File: src/rtl/if_neuron_sequencer_if.sv
// Bundle of every non-clock signal between the IF neuron sequencer and its
// surroundings: timestep scheduler (start/done/busy), activation stream
// (in_valid/in_ready), membrane RAM (read/write strobes and addresses),
// neuron datapath (load/input/output enables, arithmetic mode, results) and
// the spike collector (spike_valid/spike_idx/spike).
//   master : the sequencer itself
//   slave  : everything around it (scheduler, RAM, neuron, collector)
interface if_neuron_sequencer_if #(
  parameter int ADDR_W = 4,
  parameter int DATA_W = 16
);
  logic              start;
  logic              arithm_mode;
  logic              busy;
  logic              done;
  logic              in_valid;
  logic              in_ready;
  logic              mem_rd_en;
  logic [ADDR_W-1:0] mem_rd_addr;
  logic              mem_wr_en;
  logic [ADDR_W-1:0] mem_wr_addr;
  logic [DATA_W-1:0] mem_wr_data;
  logic              nrn_load_en;
  logic              nrn_input_valid;
  logic              nrn_output_en;
  logic              nrn_arithm;
  logic [DATA_W-1:0] nrn_out_mem_vol;
  logic              nrn_spike_out;
  logic              spike_valid;
  logic [ADDR_W-1:0] spike_idx;
  logic              spike;

  modport master (
    input  start, arithm_mode, in_valid, nrn_out_mem_vol, nrn_spike_out,
    output busy, done, in_ready,
    output mem_rd_en, mem_rd_addr, mem_wr_en, mem_wr_addr, mem_wr_data,
    output nrn_load_en, nrn_input_valid, nrn_output_en, nrn_arithm,
    output spike_valid, spike_idx, spike
  );

  modport slave (
    output start, arithm_mode, in_valid, nrn_out_mem_vol, nrn_spike_out,
    input  busy, done, in_ready,
    input  mem_rd_en, mem_rd_addr, mem_wr_en, mem_wr_addr, mem_wr_data,
    input  nrn_load_en, nrn_input_valid, nrn_output_en, nrn_arithm,
    input  spike_valid, spike_idx, spike
  );
endinterface

File: src/rtl/if_neuron_sequencer.sv
// Time-multiplexing controller for one integrate-and-fire neuron datapath.
// Each start walks NUM_NEURONS neurons in index order: read membrane voltage
// (RD), load it into the neuron (LOAD), stream FAN_IN activation/weight pairs
// (ACC), fire (FIRE), then write the result back and report the spike (WB).
// Ports:
//   clk  rising-edge clock
//   rst  asynchronous reset, active-high; aborts a running timestep
//   bus  master side of if_neuron_sequencer_if (scheduler, RAM, neuron and
//        spike collector signals)
module if_neuron_sequencer #(
  parameter int NUM_NEURONS = 16,
  parameter int FAN_IN      = 8,
  parameter int ADDR_W      = (NUM_NEURONS > 1) ? $clog2(NUM_NEURONS) : 1
) (
  input logic                   clk,
  input logic                   rst,
  if_neuron_sequencer_if.master bus
);
  localparam int CNT_W = (FAN_IN > 1) ? $clog2(FAN_IN) : 1;
  localparam logic [ADDR_W-1:0] LAST_IDX = ADDR_W'(NUM_NEURONS - 1);
  localparam logic [CNT_W-1:0]  LAST_CNT = CNT_W'(FAN_IN - 1);

  typedef enum logic [2:0] {IDLE, RD, LOAD, ACC, FIRE, WB, DONE} state_t;

  state_t            state;
  logic [ADDR_W-1:0] idx;
  logic [CNT_W-1:0]  cnt;
  logic              busy_r;
  logic              done_r;
  logic              rd_en_r;
  logic              wr_en_r;
  logic              load_r;
  logic              acc_r;
  logic              fire_r;
  logic              arithm_r;
  logic              accept;

  // acc_r is the registered "in ACC" flag, so in_ready is glitch-free;
  // only the acceptance itself is combinational.
  assign accept = acc_r & bus.in_valid;

  always_ff @(posedge clk or posedge rst) begin
    if (rst) begin
      state    <= IDLE;
      idx      <= '0;
      cnt      <= '0;
      busy_r   <= 1'b0;
      done_r   <= 1'b0;
      rd_en_r  <= 1'b0;
      wr_en_r  <= 1'b0;
      load_r   <= 1'b0;
      acc_r    <= 1'b0;
      fire_r   <= 1'b0;
      arithm_r <= 1'b0;
    end else begin
      case (state)
        IDLE: begin
          if (bus.start) begin
            state    <= RD;
            busy_r   <= 1'b1;
            rd_en_r  <= 1'b1;
            arithm_r <= bus.arithm_mode;
          end
        end
        RD: begin
          state   <= LOAD;
          rd_en_r <= 1'b0;
          load_r  <= 1'b1;
        end
        LOAD: begin
          state  <= ACC;
          load_r <= 1'b0;
          acc_r  <= 1'b1;
        end
        ACC: begin
          // No timeout: a stalled stream just parks here; the neuron holds
          // its accumulator because input_valid stays low.
          if (accept) begin
            if (cnt == LAST_CNT) begin
              state  <= FIRE;
              cnt    <= '0;
              acc_r  <= 1'b0;
              fire_r <= 1'b1;
            end else begin
              cnt <= cnt + CNT_W'(1);
            end
          end
        end
        FIRE: begin
          state   <= WB;
          fire_r  <= 1'b0;
          wr_en_r <= 1'b1;
        end
        WB: begin
          wr_en_r <= 1'b0;
          cnt     <= '0;
          if (idx == LAST_IDX) begin
            state  <= DONE;
            busy_r <= 1'b0;
            done_r <= 1'b1;
          end else begin
            state   <= RD;
            idx     <= idx + ADDR_W'(1);
            rd_en_r <= 1'b1;
          end
        end
        DONE: begin
          // A start arriving here is dropped: we only look at start in IDLE.
          state  <= IDLE;
          done_r <= 1'b0;
          idx    <= '0;
        end
        default: state <= IDLE;
      endcase
    end
  end

  assign bus.busy            = busy_r;
  assign bus.done            = done_r;
  assign bus.in_ready        = acc_r;
  assign bus.nrn_input_valid = accept;
  assign bus.mem_rd_en       = rd_en_r;
  assign bus.mem_rd_addr     = idx;
  assign bus.nrn_load_en     = load_r;
  assign bus.nrn_output_en   = fire_r;
  assign bus.nrn_arithm      = arithm_r;
  // The neuron registers its results on the FIRE edge, so during WB they
  // are already stable and can be forwarded straight to RAM and collector.
  assign bus.mem_wr_en       = wr_en_r;
  assign bus.mem_wr_addr     = idx;
  assign bus.mem_wr_data     = bus.nrn_out_mem_vol;
  assign bus.spike_valid     = wr_en_r;
  assign bus.spike_idx       = idx;
  assign bus.spike           = wr_en_r & bus.nrn_spike_out;
endmodule

File: src/flat_wrapper.sv
// flat-port wrapper written by rule: the top's interface ports become plain ports
module if_neuron_sequencer_flat 
#(
  parameter int NUM_NEURONS = 16,
  parameter int FAN_IN      = 8,
  parameter int ADDR_W      = (NUM_NEURONS > 1) ? $clog2(NUM_NEURONS) : 1
)
  (clk, rst, bus_start, bus_arithm_mode, bus_in_valid, bus_nrn_out_mem_vol, bus_nrn_spike_out, bus_busy, bus_done, bus_in_ready, bus_mem_rd_en, bus_mem_rd_addr, bus_mem_wr_en, bus_mem_wr_addr, bus_mem_wr_data, bus_nrn_load_en, bus_nrn_input_valid, bus_nrn_output_en, bus_nrn_arithm, bus_spike_valid, bus_spike_idx, bus_spike);
  if_neuron_sequencer_if #(.ADDR_W(ADDR_W), .DATA_W(16)) bus_i ();
  input logic clk;
  input logic rst;
  input wire logic [$bits(bus_i.start)-1:0] bus_start;
  input wire logic [$bits(bus_i.arithm_mode)-1:0] bus_arithm_mode;
  input wire logic [$bits(bus_i.in_valid)-1:0] bus_in_valid;
  input wire logic [$bits(bus_i.nrn_out_mem_vol)-1:0] bus_nrn_out_mem_vol;
  input wire logic [$bits(bus_i.nrn_spike_out)-1:0] bus_nrn_spike_out;
  output wire logic [$bits(bus_i.busy)-1:0] bus_busy;
  output wire logic [$bits(bus_i.done)-1:0] bus_done;
  output wire logic [$bits(bus_i.in_ready)-1:0] bus_in_ready;
  output wire logic [$bits(bus_i.mem_rd_en)-1:0] bus_mem_rd_en;
  output wire logic [$bits(bus_i.mem_rd_addr)-1:0] bus_mem_rd_addr;
  output wire logic [$bits(bus_i.mem_wr_en)-1:0] bus_mem_wr_en;
  output wire logic [$bits(bus_i.mem_wr_addr)-1:0] bus_mem_wr_addr;
  output wire logic [$bits(bus_i.mem_wr_data)-1:0] bus_mem_wr_data;
  output wire logic [$bits(bus_i.nrn_load_en)-1:0] bus_nrn_load_en;
  output wire logic [$bits(bus_i.nrn_input_valid)-1:0] bus_nrn_input_valid;
  output wire logic [$bits(bus_i.nrn_output_en)-1:0] bus_nrn_output_en;
  output wire logic [$bits(bus_i.nrn_arithm)-1:0] bus_nrn_arithm;
  output wire logic [$bits(bus_i.spike_valid)-1:0] bus_spike_valid;
  output wire logic [$bits(bus_i.spike_idx)-1:0] bus_spike_idx;
  output wire logic [$bits(bus_i.spike)-1:0] bus_spike;
  assign bus_i.start = bus_start;
  assign bus_i.arithm_mode = bus_arithm_mode;
  assign bus_i.in_valid = bus_in_valid;
  assign bus_i.nrn_out_mem_vol = bus_nrn_out_mem_vol;
  assign bus_i.nrn_spike_out = bus_nrn_spike_out;
  assign bus_busy = bus_i.busy;
  assign bus_done = bus_i.done;
  assign bus_in_ready = bus_i.in_ready;
  assign bus_mem_rd_en = bus_i.mem_rd_en;
  assign bus_mem_rd_addr = bus_i.mem_rd_addr;
  assign bus_mem_wr_en = bus_i.mem_wr_en;
  assign bus_mem_wr_addr = bus_i.mem_wr_addr;
  assign bus_mem_wr_data = bus_i.mem_wr_data;
  assign bus_nrn_load_en = bus_i.nrn_load_en;
  assign bus_nrn_input_valid = bus_i.nrn_input_valid;
  assign bus_nrn_output_en = bus_i.nrn_output_en;
  assign bus_nrn_arithm = bus_i.nrn_arithm;
  assign bus_spike_valid = bus_i.spike_valid;
  assign bus_spike_idx = bus_i.spike_idx;
  assign bus_spike = bus_i.spike;
  if_neuron_sequencer #(.NUM_NEURONS(NUM_NEURONS), .FAN_IN(FAN_IN), .ADDR_W(ADDR_W)) u_core (.clk(clk), .rst(rst), .bus(bus_i));
endmodule
File: config.mk
export PLATFORM = sky130hd
export DESIGN_NAME = if_neuron_sequencer_flat
export DESIGN_NICKNAME = d
export VERILOG_FILES = /design/src/rtl/if_neuron_sequencer_if.sv /design/src/rtl/if_neuron_sequencer.sv /design/src/flat_wrapper.sv
export SDC_FILE = /design/constraint.sdc
export NUM_CORES = 1
export LEC_CHECK = 0
export CORE_ASPECT_RATIO = 1.25
export CORE_UTILIZATION = 42
export DETAILED_ROUTE_END_ITERATION = 10
export GPL_ROUTABILITY_DRIVEN = 0
export PLACE_DENSITY = 0.85
export SETUP_SLACK_MARGIN = 0.5
export SYNTH_ARGS = -nofsm -noshare
export SYNTH_HDL_FRONTEND = slang
export SYNTH_SLANG_ARGS = --single-unit
File: constraint.sdc
create_clock -name clk -period 3.72 [get_ports clk]
set_input_delay 0.372 -clock clk [delete_from_list [all_inputs] [get_ports clk]]
set_output_delay 0.372 -clock clk [all_outputs]
set_load 0.005 [all_outputs]
==> impl_results.md <==
* Starting Density at between 40% and 50%
* Final hold slack at around 460 ps
* Pins Over Slew Limit at 0
* Placed instance count at about 150
* Final hold violations at 0
* P&R area growth vs syn at 11.6%
* First-pass DRT Iterations at 4
* Routed WL per cell at ~14 microns
* Post-CTS Setup Inserts at 0
* Row count at 20
* Longest Clk Path Bufs at 2
* CP startpoint: bus_in_valid
* Remaining Overflow, GRT at 0
* Total Wirelength at 2.18 mm
* Vert. Die Dim at ~60 microns
* Clock network power share at 13.5%
* Synth top area share at between 30% and 40%
* Largest net degree at the start of global routing at 19
* Leak Pwr at between 0.4 and 0.5 nW
* CTS root buf: clkbuf_4
* Peak VDD IR at between 0.2 and 0.25 mV
* Syn_area_per_cell at approximately 9.5 sq um
* Share of layout cells above drive strength 1 at a little under 6%
* Seq cells post-synth at 18
* Synthesized cell area at 1130 sq um
* Sw Share at about 37%
* Dpl hpwl at about 1.6 mm
* Total clock sinks at 18
* Synth warnings at 0
* Tot Pwr at about 0.0007 W
* Worst-Skew Late Latency at just under 300 ps
* CP max FO at 4
* Reg-to-Reg Start: u_core.state[0]
* CP Data Required Time at 3350 ps
* PD cells at roughly 550 nW/um^2
* CP Launch Type: input port
* CP Capture Type: output port
* Largest area contributor in the netlist: dfrtp_1
* Final period util at 51.8%
* R2R cell count at 3
* Ys async rst share at 100%
* Vias per cell at 5.89
* Fillers at between 200 and 250
* Tightest Pin Transition at approximately 650 ps
* Worst EP arrival at 1560 ps
* Iteration-0 DRC Markers at 14
* TritonCTS buffer count at 3
* Die area at around 2900 sq um
* Gr usage total at around 18%
* Setup CP Type: in2out
* # DRC at 0
* Dpl ws at about 1800 ps
* Outcome: complete, no violations
* Minimum clock period at 1930 ps
* Comb power frac at 39.1%
* Netlist cell types at 32
* Crit path capture: bus_nrn_input_valid
* Hold Crit Class: in2async
* # resized after CTS at 0
* Hold_buf cts at 0
* First-pass GRT wire length at between 3 and 4 mm
* Vias in the first global route at around 860
* Worst rel slew slack at approximately 56%
* # H-tree levels at 1
* Seq pwr share at 47.4%
* Fin worst setup slack at between 1500 and 2000 ps
* I/O Buffers at 28
* Vias at a little over 900
* Antenna cells at 0
* Number of synthesized flops with an enable pin at 0
* Reg2Reg Setup Slack at about 2100 ps
* Final setup viols at 0
* CTS clock-pin slew for the worst setup and hold paths at roughly 100 ps
* Sequential-to-total area share from yosys stat at between 30% and 40%
* Clock skew at about 12 ps
* Syn nets at around 140
* Area contributors post-synth: dfrtp_1 (40%), buf_4 (18%), nand2_1 (3.6%), ha_1 (3.3%), a22o_1 (3.1%)
* Ports at 61
* Initial antenna violation count at 0
* Post-DRT Antenna Nets at 0
* Setup TNS at 0 ps
* Core footprint at 2500 sq um
* P_int at between 0.0004 and 0.0005 W
* Unrepaired setup endpoints after global routing: no
* R2r endpoint: u_core.cnt[0]
* Max capacitance violation total at 0
* Achievable frequency at a little over 0.5 GHz
* Cells after synthesis at about 120
* Prevailing post-synth register cell: dfrtp_1
* Layout Nets at 148
* Net load switching power at ~0.00026 W
* Final non-filler cell total at 154
* Die W at between 40 and 50 microns
* CTS tree: yes
logic make-up after synthesis:
family	Yosys count	share of synthesized area [%]
simple gates	35	18.1
buf+inv	32	19.8
fa+ha+maj	3	3.32
mux	1	0.994
compound gates	30	18.0
flops	18	39.8
synth_stat cells (2+ instances only):
cell type / number
buf_4: 27
dfrtp_1: 18
nand2_1: 11
o21ai_0: 6
o21ai_1: 6
and2_1: 5
nand2b_1: 5
a22o_1: 4
and3_1: 3
ha_1: 3
a211oi_1: 2
a21oi_1: 2
a221o_1: 2
a31oi_1: 2
buf_2: 2
inv_2: 2
nand4_1: 2
nor2b_1: 2
nor4b_1: 2
state kept, by name (all words and copies together) (netlist names):
register                  flops
u_core.state                  3
u_core.cnt                    3
u_core.bus.nrn_load_en        1
u_core.bus.nrn_output_en      1
u_core.bus.mem_wr_en          1
u_core.bus.mem_rd_addr        4
u_core.bus.mem_rd_en          1
u_core.bus.done               1
u_core.bus.nrn_arithm         1
u_core.bus.in_ready           1
u_core.bus.busy               1
cell usage in the layout (no fill, tap or decap):
cell and count:
mux2_1 1, nand2_1 11, nor3b_2 1, nand3_1 1, nor3_1 1, a22oi_1 1, and3_1 3, o21ai_0 6
inv_1 1, a22o_1 4, o31ai_1 1, nor2b_2 1, o21ai_1 6, and4_1 1, inv_2 2, and2_1 5
a211oi_1 2, o221ai_1 1, dfrtp_1 18, a21oi_1 2, nor2b_1 2, o2bb2ai_1 1, a211o_1 1, nand2b_1 5
clkbuf_4 3, a221o_1 2, nor4b_1 2, a32o_1 1, ha_1 3, nand4_1 2, clkdlybuf4s50_1 28, a31oi_1 2
layer usage:
metal  wire [microns]  part of all wire, %  global-route usage, %  vias up
li1                 -                    -                      -      407
met1              819                   38                   19.2      425
met2             1130                   52                   31.4       65
met3              165                  7.6                   2.04       10
met4               63                  2.9                   13.9        0
met5                0                    0                      0        -
metrics by stage:
stage / cell area (sq um) / util, %
floorplan: 1130 / -
global placement: 1240 / 49.6
detailed placement: 1240 / 49.6
CTS: 1260 / 50.5
global route: 1260 / 50.5
finish: 1260 / 50.5
worst min path at each step:
stage,start,to,slack (ps),depth (start not counted)
2_1_floorplan,rst,u_core.bus.busy,310,1
3_3_place_gp,u_core.bus.nrn_arithm,u_core.bus.nrn_arithm,470,1
3_5_place_dp,u_core.bus.nrn_arithm,u_core.bus.nrn_arithm,480,1
4_1_cts,rst,u_core.bus.mem_rd_addr[3],500,2
5_1_grt,rst,u_core.bus.mem_rd_addr[3],540,2
6_report,rst,u_core.bus.mem_rd_addr[3],460,2
layout make-up:
| type | count | area [sq um] | share of cell area, % |
|---|---|---|---|
| repair buffers | 28 | 280 | 22.2 |
| flip-flops and latches | 18 | 450 | 35.6 |
| clock buffers | 3 | 22.5 | 1.78 |
| inverters | 3 | 11.3 | 0.891 |
| well taps | 33 | 41.3 | 3.27 |
| multi-input cells | 69 | 458 | 36.2 |
power groups by stage:
stage | logic, W | registers [W] | clock network [W]
3_3_place_gp | 0.000261 | 0.000327 | 0
5_1_grt | 0.000303 | 0.000342 | 0.000112
3_5_place_dp | 0.000275 | 0.000334 | 0
4_1_cts | 0.000277 | 0.000329 | 0.0000996
6_report | 0.000274 | 0.000332 | 0.0000944
2_1_floorplan | 0.000220 | 0.000294 | 0
critical path, cell delays in order:
cell             delay, ps
clkdlybuf4s50_1        480
and2_1                 180
clkdlybuf4s50_1        520
(Power assumes the default switching activity.)
